### config.mk
export PLATFORM = sky130hd
export DESIGN_NAME = wb_master_arbiter_flat
export DESIGN_NICKNAME = d
export VERILOG_FILES = /design/src/rtl/cpu_bus_pkg.sv /design/src/rtl/wb_master_arbiter_if.sv /design/src/rtl/arb_watchdog.sv /design/src/rtl/wb_master_arbiter.sv /design/src/flat_wrapper.sv
export SDC_FILE = /design/constraint.sdc
export NUM_CORES = 1
export LEC_CHECK = 0
export CELL_PAD_IN_SITES_DETAIL_PLACEMENT = 1
export CELL_PAD_IN_SITES_GLOBAL_PLACEMENT = 2
export CORE_ASPECT_RATIO = 1.2
export CORE_MARGIN = 2
export CORE_UTILIZATION = 11
export CTS_CLUSTER_DIAMETER = 40
export DETAILED_ROUTE_END_ITERATION = 10
export HOLD_SLACK_MARGIN = 0.02
export PLACE_DENSITY = 0.85
export SETUP_SLACK_MARGIN = 0.5
export SLEW_MARGIN = 20
export SYNTH_ARGS = -nofsm -noshare
export SYNTH_HDL_FRONTEND = slang
export SYNTH_HIERARCHICAL = 1
export SYNTH_SLANG_ARGS = --single-unit
### constraint.sdc
create_clock -name clk -period 3.6 [get_ports clk]
set_input_delay 0.54 -clock clk [delete_from_list [all_inputs] [get_ports clk]]
set_output_delay 0.54 -clock clk [all_outputs]
set_load 0.01 [all_outputs]
### src/rtl/cpu_bus_pkg.sv
// Shared CPU bus definitions: arbiter state encoding, Wishbone width codes
// and the fixed master indices of the fetch and load/store engines.
package cpu_bus_pkg;

  typedef enum logic [1:0] {
    ST_IDLE   = 2'b00,
    ST_GRANT0 = 2'b01,
    ST_GRANT1 = 2'b10,
    ST_ABORT  = 2'b11
  } arb_state_e;

  localparam logic [1:0] WIDTH_BYTE = 2'b00;
  localparam logic [1:0] WIDTH_HALF = 2'b01;
  localparam logic [1:0] WIDTH_WORD = 2'b11;

  localparam int M_FETCH = 0;
  localparam int M_DATA  = 1;

  // One-hot grant code for a single-bit owner index (0 = fetch, 1 = data).
  function automatic logic [1:0] owner_onehot(input logic owner);
    return owner ? 2'b10 : 2'b01;
  endfunction

endpackage

### src/rtl/wb_master_arbiter_if.sv
// One Wishbone link. The initiator uses the master modport; the arbiter
// takes each CPU engine on a slave modport and drives the system bus
// through a master modport. err only exists on the arbiter->engine side.
interface wb_master_arbiter_if;
  import cpu_bus_pkg::*;

  logic        cyc;
  logic        stb;
  logic        we;
  logic [31:0] addr;
  logic [31:0] data;
  logic [1:0]  width;
  logic [31:0] rdata;
  logic        ack;
  logic        stl;
  logic        err;

  modport master (
    output cyc, stb, we, addr, data, width,
    input  rdata, ack, stl
  );

  modport slave (
    input  cyc, stb, we, addr, data, width,
    output rdata, ack, stl, err
  );

endinterface

### src/rtl/arb_watchdog.sv
// Bus-cycle watchdog: counts granted cycles without an acknowledge and
// flags the cycle in which the limit is reached. TIMEOUT = 0 disables it.
module arb_watchdog
  import cpu_bus_pkg::*;
#(
  parameter int TIMEOUT   = 255,
  parameter int TIMEOUT_W = 8
) (
  input  logic clk,
  input  logic reset,
  input  logic active,
  input  logic ack,
  output logic o_expired
);

  localparam logic [TIMEOUT_W-1:0] CNT_MAX  = {TIMEOUT_W{1'b1}};
  localparam logic [TIMEOUT_W-1:0] CNT_LAST = TIMEOUT_W'(TIMEOUT - 1);

  logic [TIMEOUT_W-1:0] count;

  // Idle/abort and every ack restart the count; otherwise count up and saturate.
  always_ff @(posedge clk) begin
    if (!reset) begin
      count <= {TIMEOUT_W{1'b0}};
    end else if (!active || ack) begin
      count <= {TIMEOUT_W{1'b0}};
    end else if (count != CNT_MAX) begin
      count <= count + TIMEOUT_W'(1);
    end else begin
      count <= count;
    end
  end

  assign o_expired = (TIMEOUT != 0) && active && !ack && (count == CNT_LAST);

endmodule

### src/rtl/wb_master_arbiter.sv
// Two-master / one-slave Wishbone arbiter between the instruction-fetch
// engine (m0) and the load/store engine (m1). The grant is held for the
// whole cyc envelope; responses reach only the owner; a watchdog turns a
// hung cycle into an err pulse followed by an ABORT hold.
module wb_master_arbiter
  import cpu_bus_pkg::*;
#(
  parameter bit ROUND_ROBIN = 1'b0,
  parameter int TIMEOUT     = 255,
  parameter int TIMEOUT_W   = 8
) (
  input  logic                 clk,
  input  logic                 reset,
  wb_master_arbiter_if.slave   m0,
  wb_master_arbiter_if.slave   m1,
  wb_master_arbiter_if.master  wb,
  output logic [1:0]           o_grant,
  output logic                 o_busy
);

  arb_state_e state;
  arb_state_e state_next;
  // Master served most recently (also the owner while in ABORT).
  logic       last;
  logic       last_next;
  logic       granted;
  logic       expired;

  assign granted = (state == ST_GRANT0) || (state == ST_GRANT1);

  arb_watchdog #(
    .TIMEOUT   (TIMEOUT),
    .TIMEOUT_W (TIMEOUT_W)
  ) u_watchdog (
    .clk       (clk),
    .reset     (reset),
    .active    (granted),
    .ack       (wb.ack),
    .o_expired (expired)
  );

  // State and last-served registers; reset lets m0 win the first tie.
  always_ff @(posedge clk) begin
    if (!reset) begin
      state <= ST_IDLE;
      last  <= 1'b1;
    end else begin
      state <= state_next;
      last  <= last_next;
    end
  end

  // Next-state: arbitration in IDLE, release/timeout in GRANTn, drain in ABORT.
  always_comb begin
    state_next = state;
    last_next  = last;
    case (state)
      ST_IDLE: begin
        if (m0.cyc && m1.cyc) begin
          if (ROUND_ROBIN) begin
            state_next = last ? ST_GRANT0 : ST_GRANT1;
          end else begin
            state_next = ST_GRANT1;
          end
        end else if (m0.cyc) begin
          state_next = ST_GRANT0;
        end else if (m1.cyc) begin
          state_next = ST_GRANT1;
        end else begin
          state_next = ST_IDLE;
        end
      end
      ST_GRANT0: begin
        if (!m0.cyc) begin
          state_next = ST_IDLE;
          last_next  = 1'b0;
        end else if (expired) begin
          state_next = ST_ABORT;
          last_next  = 1'b0;
        end else begin
          state_next = ST_GRANT0;
        end
      end
      ST_GRANT1: begin
        if (!m1.cyc) begin
          state_next = ST_IDLE;
          last_next  = 1'b1;
        end else if (expired) begin
          state_next = ST_ABORT;
          last_next  = 1'b1;
        end else begin
          state_next = ST_GRANT1;
        end
      end
      ST_ABORT: begin
        if (!(last ? m1.cyc : m0.cyc)) begin
          state_next = ST_IDLE;
        end else begin
          state_next = ST_ABORT;
        end
      end
      default: begin
        state_next = ST_IDLE;
        last_next  = 1'b1;
      end
    endcase
  end

  // Bus and response routing: owner passes through, everyone else is stalled.
  always_comb begin
    wb.cyc   = 1'b0;
    wb.stb   = 1'b0;
    wb.we    = 1'b0;
    wb.addr  = 32'h0000_0000;
    wb.data  = 32'h0000_0000;
    wb.width = 2'b00;
    m0.ack   = 1'b0;
    m0.stl   = m0.cyc;
    m0.err   = 1'b0;
    m1.ack   = 1'b0;
    m1.stl   = m1.cyc;
    m1.err   = 1'b0;
    o_grant  = 2'b00;
    case (state)
      ST_GRANT0: begin
        wb.cyc   = m0.cyc;
        wb.stb   = m0.stb;
        wb.we    = m0.we;
        wb.addr  = m0.addr;
        wb.data  = m0.data;
        wb.width = m0.width;
        m0.ack   = wb.ack;
        m0.stl   = wb.stl;
        m0.err   = expired;
        o_grant  = owner_onehot(1'b0);
      end
      ST_GRANT1: begin
        wb.cyc   = m1.cyc;
        wb.stb   = m1.stb;
        wb.we    = m1.we;
        wb.addr  = m1.addr;
        wb.data  = m1.data;
        wb.width = m1.width;
        m1.ack   = wb.ack;
        m1.stl   = wb.stl;
        m1.err   = expired;
        o_grant  = owner_onehot(1'b1);
      end
      ST_ABORT: begin
        if (last) begin
          m1.stl = 1'b1;
        end else begin
          m0.stl = 1'b1;
        end
        o_grant = owner_onehot(last);
      end
      ST_IDLE: begin
        o_grant = 2'b00;
      end
      default: begin
        o_grant = 2'b00;
      end
    endcase
  end

  // Read data is broadcast; only the ack-qualified owner consumes it.
  assign m0.rdata = wb.rdata;
  assign m1.rdata = wb.rdata;
  assign o_busy   = (state != ST_IDLE);

endmodule

### src/flat_wrapper.sv
// flat-port wrapper written by rule: the top's interface ports become plain ports
module wb_master_arbiter_flat import cpu_bus_pkg::*;
#(
  parameter bit ROUND_ROBIN = 1'b0,
  parameter int TIMEOUT     = 255,
  parameter int TIMEOUT_W   = 8
)
  (clk, reset, o_grant, o_busy, m0_cyc, m0_stb, m0_we, m0_addr, m0_data, m0_width, m0_rdata, m0_ack, m0_stl, m0_err, m1_cyc, m1_stb, m1_we, m1_addr, m1_data, m1_width, m1_rdata, m1_ack, m1_stl, m1_err, wb_cyc, wb_stb, wb_we, wb_addr, wb_data, wb_width, wb_rdata, wb_ack, wb_stl);
  wb_master_arbiter_if m0_i ();
  wb_master_arbiter_if m1_i ();
  wb_master_arbiter_if wb_i ();
  input  logic clk;
  input  logic reset;
  output logic [1:0] o_grant;
  output logic o_busy;
  input wire logic [$bits(m0_i.cyc)-1:0] m0_cyc;
  input wire logic [$bits(m0_i.stb)-1:0] m0_stb;
  input wire logic [$bits(m0_i.we)-1:0] m0_we;
  input wire logic [$bits(m0_i.addr)-1:0] m0_addr;
  input wire logic [$bits(m0_i.data)-1:0] m0_data;
  input wire logic [$bits(m0_i.width)-1:0] m0_width;
  output wire logic [$bits(m0_i.rdata)-1:0] m0_rdata;
  output wire logic [$bits(m0_i.ack)-1:0] m0_ack;
  output wire logic [$bits(m0_i.stl)-1:0] m0_stl;
  output wire logic [$bits(m0_i.err)-1:0] m0_err;
  input wire logic [$bits(m1_i.cyc)-1:0] m1_cyc;
  input wire logic [$bits(m1_i.stb)-1:0] m1_stb;
  input wire logic [$bits(m1_i.we)-1:0] m1_we;
  input wire logic [$bits(m1_i.addr)-1:0] m1_addr;
  input wire logic [$bits(m1_i.data)-1:0] m1_data;
  input wire logic [$bits(m1_i.width)-1:0] m1_width;
  output wire logic [$bits(m1_i.rdata)-1:0] m1_rdata;
  output wire logic [$bits(m1_i.ack)-1:0] m1_ack;
  output wire logic [$bits(m1_i.stl)-1:0] m1_stl;
  output wire logic [$bits(m1_i.err)-1:0] m1_err;
  output wire logic [$bits(wb_i.cyc)-1:0] wb_cyc;
  output wire logic [$bits(wb_i.stb)-1:0] wb_stb;
  output wire logic [$bits(wb_i.we)-1:0] wb_we;
  output wire logic [$bits(wb_i.addr)-1:0] wb_addr;
  output wire logic [$bits(wb_i.data)-1:0] wb_data;
  output wire logic [$bits(wb_i.width)-1:0] wb_width;
  input wire logic [$bits(wb_i.rdata)-1:0] wb_rdata;
  input wire logic [$bits(wb_i.ack)-1:0] wb_ack;
  input wire logic [$bits(wb_i.stl)-1:0] wb_stl;
  assign m0_i.cyc = m0_cyc;
  assign m0_i.stb = m0_stb;
  assign m0_i.we = m0_we;
  assign m0_i.addr = m0_addr;
  assign m0_i.data = m0_data;
  assign m0_i.width = m0_width;
  assign m0_rdata = m0_i.rdata;
  assign m0_ack = m0_i.ack;
  assign m0_stl = m0_i.stl;
  assign m0_err = m0_i.err;
  assign m1_i.cyc = m1_cyc;
  assign m1_i.stb = m1_stb;
  assign m1_i.we = m1_we;
  assign m1_i.addr = m1_addr;
  assign m1_i.data = m1_data;
  assign m1_i.width = m1_width;
  assign m1_rdata = m1_i.rdata;
  assign m1_ack = m1_i.ack;
  assign m1_stl = m1_i.stl;
  assign m1_err = m1_i.err;
  assign wb_cyc = wb_i.cyc;
  assign wb_stb = wb_i.stb;
  assign wb_we = wb_i.we;
  assign wb_addr = wb_i.addr;
  assign wb_data = wb_i.data;
  assign wb_width = wb_i.width;
  assign wb_i.rdata = wb_rdata;
  assign wb_i.ack = wb_ack;
  assign wb_i.stl = wb_stl;
  wb_master_arbiter #(.ROUND_ROBIN(ROUND_ROBIN), .TIMEOUT(TIMEOUT), .TIMEOUT_W(TIMEOUT_W)) u_core (.clk(clk), .reset(reset), .m0(m0_i), .m1(m1_i), .wb(wb_i), .o_grant(o_grant), .o_busy(o_busy));
endmodule
; ---- Word level (Yosys, flattened, before mapping)
; Index checks and enable logic that the tools add are counted.
; W data, S select, Z words.
[op_classes]
muxes = 31
eq_ne = 7
addsub = 1
div = 0
n_reduce_logical = 12
n_bitwise = 1
n_lt_le_gt_ge = 0
shifts = 0
mul = 0
[ops]
columns = cell, count
row1 = $pmux W32 S2, 2
row2 = $mux W2, 8
row3 = $pmux W2 S4, 2
row4 = $mux W1, 12
row5 = $pmux W1 S2, 6
row6 = $add A8 B1 Y8 const B, 1
row7 = $eq A8 B8 Y1 const B, 1
row8 = $ne A8 B8 Y1 const B, 1
row9 = $ne A3 B2 Y1 const B, 2
row10 = $eq A2 B2 Y1 const B, 2
row11 = $pmux W2 S2, 1
row12 = $reduce_bool A2 Y1, 2
row13 = $logic_and A1 B1 Y1, 3
row14 = $reduce_and A3 Y1, 1
row15 = $eq A2 B1 Y1 const B, 1
row16 = $logic_not A1 Y1, 2
row17 = $logic_not A2 Y1, 1
row18 = $logic_or A1 B1 Y1, 2
row19 = $reduce_or A2 Y1, 1
row20 = $not A1 Y1, 1
[totals]
rom_bits = 0
latch_bits = 0
n_memories = 0
output_inout_bits = 142
ramBits = 0
input_bits = 174
regBits = 11
wordCells = 55

; ---- Depth between registers and ports, before layout
[depth]
word_depth = 7
ltp_mapped = 7

; ---- Cells and area by module
; Netlist, hierarchy kept.
[by_module_without_submodules]
columns = mod, area_per_inst_um2, seq_area_each_um2, instances, cells_per_inst
row1 = wb_master_arbiter, 1909.3, 60.1, 1, 268
row2 = arb_watchdog, 432.9, 160.2, 1, 47

; ---- Worst setup path after synthesis
; No wires, ideal clock.
[synth_path]
path_kind = register to output
from = register u_core.state[0]
to = output wb_addr[0]
arrival_time_ps = 1391
path_stages_with_launch = 6
n_path_buf = 2
path_slack_ps = 1669
cell_sequence = dfxtp_1 inv_1 ha_1 buf_2 buf_2 nor2b_1
[synth_via]
elab_chain_len = 2
[synth_lines]
columns = item, line_no
row1 = start: declaration, wb_master_arbiter.sv:21  ; arb_state_e state;
row2 = start signal: assignment, wb_master_arbiter.sv:48  ; state <= state_next;
row3 = $eq A2 B2 Y1 / $eq A2 B1 Y1 (equally long branches), wb_master_arbiter.sv:124  ; case (state)
row4 = $pmux W32 S2 *, wb_master_arbiter.sv:124
row5 = end: declaration, flat_wrapper.sv:39  ; output wire logic [$bits(wb_i.addr)-1:0] wb_addr;
; Every way passes the cells marked *; elsewhere a longest branch is shown, timed or not.

; ---- Worst setup path after layout
[layout_path]
from = register u_core.state[0]
to = output wb_data[3]
[layout_via]
elab_chain_len = 2
[layout_lines]
columns = item, line_no
row1 = $eq A2 B2 Y1 / $eq A2 B1 Y1 (equally long branches), wb_master_arbiter.sv:124
row2 = $pmux W32 S2 *, wb_master_arbiter.sv:124
row3 = end: declaration, flat_wrapper.sv:40  ; output wire logic [$bits(wb_i.data)-1:0] wb_data;
; Marks and branches as above.

==> results.py <==
metrics = {
    "layout": {
        "instances_no_fill": 725,
        "fill_cells": 2515,
        "area_growth_pct": 87.7,
        "diodes": 0,
        "layout-drive-gt1-share": 0.0396,
        "nNetsFinal": 640,
        "fin_util": 0.210,
    },
    "hold_path": {
        "hold-path-cell-count": 2,
        "hp-class": "reg2reg",
    },
    "global_route": {
        "grt_max_degree": 69,
        "antenna_found_initial": 0,
        "groute.usage.overall": 0.0989,
        "overflow": 0,
        "grt_first_pass_wirelength_um": 17000,
        "first_global_vias": 2795,
    },
    "logic_synthesis": {
        "synthFlopType": "dfxtp_1",
        "synth_cell_type_count": 43,
        "syn_area_per_cell_um2": 7.44,
        "ys_async_sr_fraction": 0,
        "synth_nets": 499,
        "ys_ff_latch": 11,
        "syn_area_um2": 2340,
        "synthCells": 315,
        "synth_edf_count": 0,
        "yosys_warnings": 6,
        "yosysSeqAreaShare": 0.0940,
    },
    "placement": {
        "placed_cells": 721,
        "portBuffers": 219,
        "hpwl_um": 9970,
        "gp_congestion": 0.759,
    },
    "timing": {
        "min_period_ps": 2910,
        "hold_viol_final": 0,
        "max_slew_margin": 0.704,
        "finalSetupViolCount": 0,
        "rsz0062_at_grt": "no",
        "whs_ps": 534,
        "period_share": 0.808,
        "fin_skew_ps": 1.58,
        "max_slew.worst_pin.slew_ps": 444,
        "slew_violations": 0,
        "setup_tns_ps": 0,
        "max_freq_mhz": 344,
    },
    "critical_path": {
        "max_stage_delay_ps": 580,
        "crit_slowest_cell": "clkdlybuf4s50_1",
        "critPathRequiredTime_ps": 3060,
        "worstPathArrival_ps": 2370,
        "reg2reg_depth": 7,
        "cp_cell_sequence": "inv_1, ha_2, clkbuf_8, nor2b_1, clkdlybuf4s50_1",
        "start_kind": "flop",
        "cp_max_fo": 68,
        "crit_type": "reg2out",
        "end_kind": "primary output",
    },
    "die": {
        "rows": 58,
        "initial_core_util": 0.112,
        "core_area_um2": 20900,
        "dieWidth_um": 137,
        "die_area_um2": 22500,
        "die_height_um": 164,
        "io_pins": 316,
    },
    "drt": {
        "drt_wl_total_um": 12300,
        "firstDrtPassIters": 4,
        "ant_nets": 0,
        "drt-initial-drc-count": 92,
        "wl_per_cell_um": 17.0,
        "post-route-drc-count": 0,
        "via_per_inst": 3.87,
        "vias": 2806,
    },
    "power": {
        "p_per_area_nw_per_um2": 207,
        "leakagePower_nw": 1.36,
        "ir_worst_vdd_mv": 0.355,
    },
    "clock_network": {
        "cts.path.max_buffers": 2,
        "root_buffer": "clkbuf_16",
        "cts_hold_buf": 0,
        "path_clk_slew_ps": 40,
        "worstSkewPairLatency_ps": 240,
        "numClockSinks": 11,
        "htreeDepth": 1,
        "cts_made_buffers": 3,
        "cts_tree": "done",
        "postCtsSetupBuffers": 0,
    },
    "status": {
        "outcome": "complete, no violations",
    },
    "job": {
        "drv_cap": 0,
    },
}
-- placed cells by master (no fill, tap or decap), types with 4 or more instances in the layout --
cell type	synthesis	final
a21oi_1	5	5
a22oi_1	69	69
a31oi_1	4	4
and2_1	4	4
buf_4	67	4
clkdlybuf4s50_1	0	219
dfxtp_1	11	11
ha_1	10	7
inv_1	9	9
nor2b_1	70	70
-- cells by family (layout without fill, tap and decap cells) --
logic type      after synthesis  in the layout  share of synthesized area
simple gates                 99             99                      0.268
buf+inv                      97            237                      0.274
compound gates               96             96                      0.303
flops                        11             11                     0.0940
fa+ha+maj                    10             10                     0.0534
xor+xnor                      1              1                    0.00374
mux                           1              1                    0.00427
-- sequential cells by signal (all words and copies together) (netlist names) --
signal	count
u_core/state	2
u_core/u_watchdog/count	8
u_core/last	1
-- timing repair --
action                                  4_1_cts  5_1_grt
resized for setup                             1        1
endpoints found under the setup margin        2        1
gates cloned                                  0        0
-- final cells by class --
cell class	instances	area [µm²]	share of cell area
multi-input combinational	207	1490	0.339
timing repair buffer	224	2240	0.509
tap	270	338	0.0769
inverter	9	33.8	0.00769
clock buffer	4	78.8	0.0179
sequential	11	220	0.0501
-- per-layer routing --
layer | GRT usage | routed length, µm | vias to the layer above
met5 | 0 | 0 | -
met4 | 0.0272 | 236 | 0
met3 | 0.0451 | 1790 | 26
met2 | 0.170 | 5730 | 154
met1 | 0.109 | 4530 | 1288
li1 | - | - | 1338
-- synth_stat cells, drive strengths merged (2+ instances only) --
library cell / count / area share
a211oi: 3 / 0.012
a22oi: 70 / 0.23
buf: 82 / 0.25
clkbuf: 6 / 0.0096
nand3: 5 / 0.018
a31oi: 4 / 0.011
o21ai: 4 / 0.0085
inv: 9 / 0.014
a221o: 2 / 0.0085
nand3b: 2 / 0.0064
and3: 2 / 0.0059
dfxtp: 11 / 0.094
nor2: 3 / 0.0048
and2: 4 / 0.011
ha: 10 / 0.053
nor3: 2 / 0.0043
a21oi: 5 / 0.011
nand2: 4 / 0.0085
o211ai: 2 / 0.0064
nor2b: 70 / 0.19
nand4: 2 / 0.0053
-- worst max-delay path, delay by kind of cell (launching register included) --
kind / cells / cell delay, ps
buffers and inverters: 3 / 1050
flip-flops: 1 / 410
adder cells (fa/ha/maj): 1 / 380
AND/OR/NAND/NOR: 1 / 220
-- where the power goes --
part / switching (mW) / internal, mW / total [mW]
logic: 0.232 / 0.335 / 0.567
clock network: 0.0591 / 0.149 / 0.208
registers: 0.00745 / 0.127 / 0.135
total: 0.299 / 0.611 / 0.910
-- stage by stage --
step                      area (µm²)  power, mW  worst slack [ps]
after floorplan                 2340      0.458              1670
after global placement          4310      0.712               824
after detailed placement        4310      0.716               759
after CTS                       4390      0.932               618
after global routing            4400      0.971               506
final                           4400      0.910               691
-- final timing paths --
kind / end / from / slack, ps
max: wb_data[3] / u_core/state[0] / 690
min: u_core/u_watchdog/count[0] / u_core/u_watchdog/count[0] / 530
max reg2reg: u_core/state[0] / u_core/state[0] / 1800
min reg2reg: u_core/u_watchdog/count[0] / u_core/u_watchdog/count[0] / 530
No activity file was read; power rests on OpenSTA's default activity.
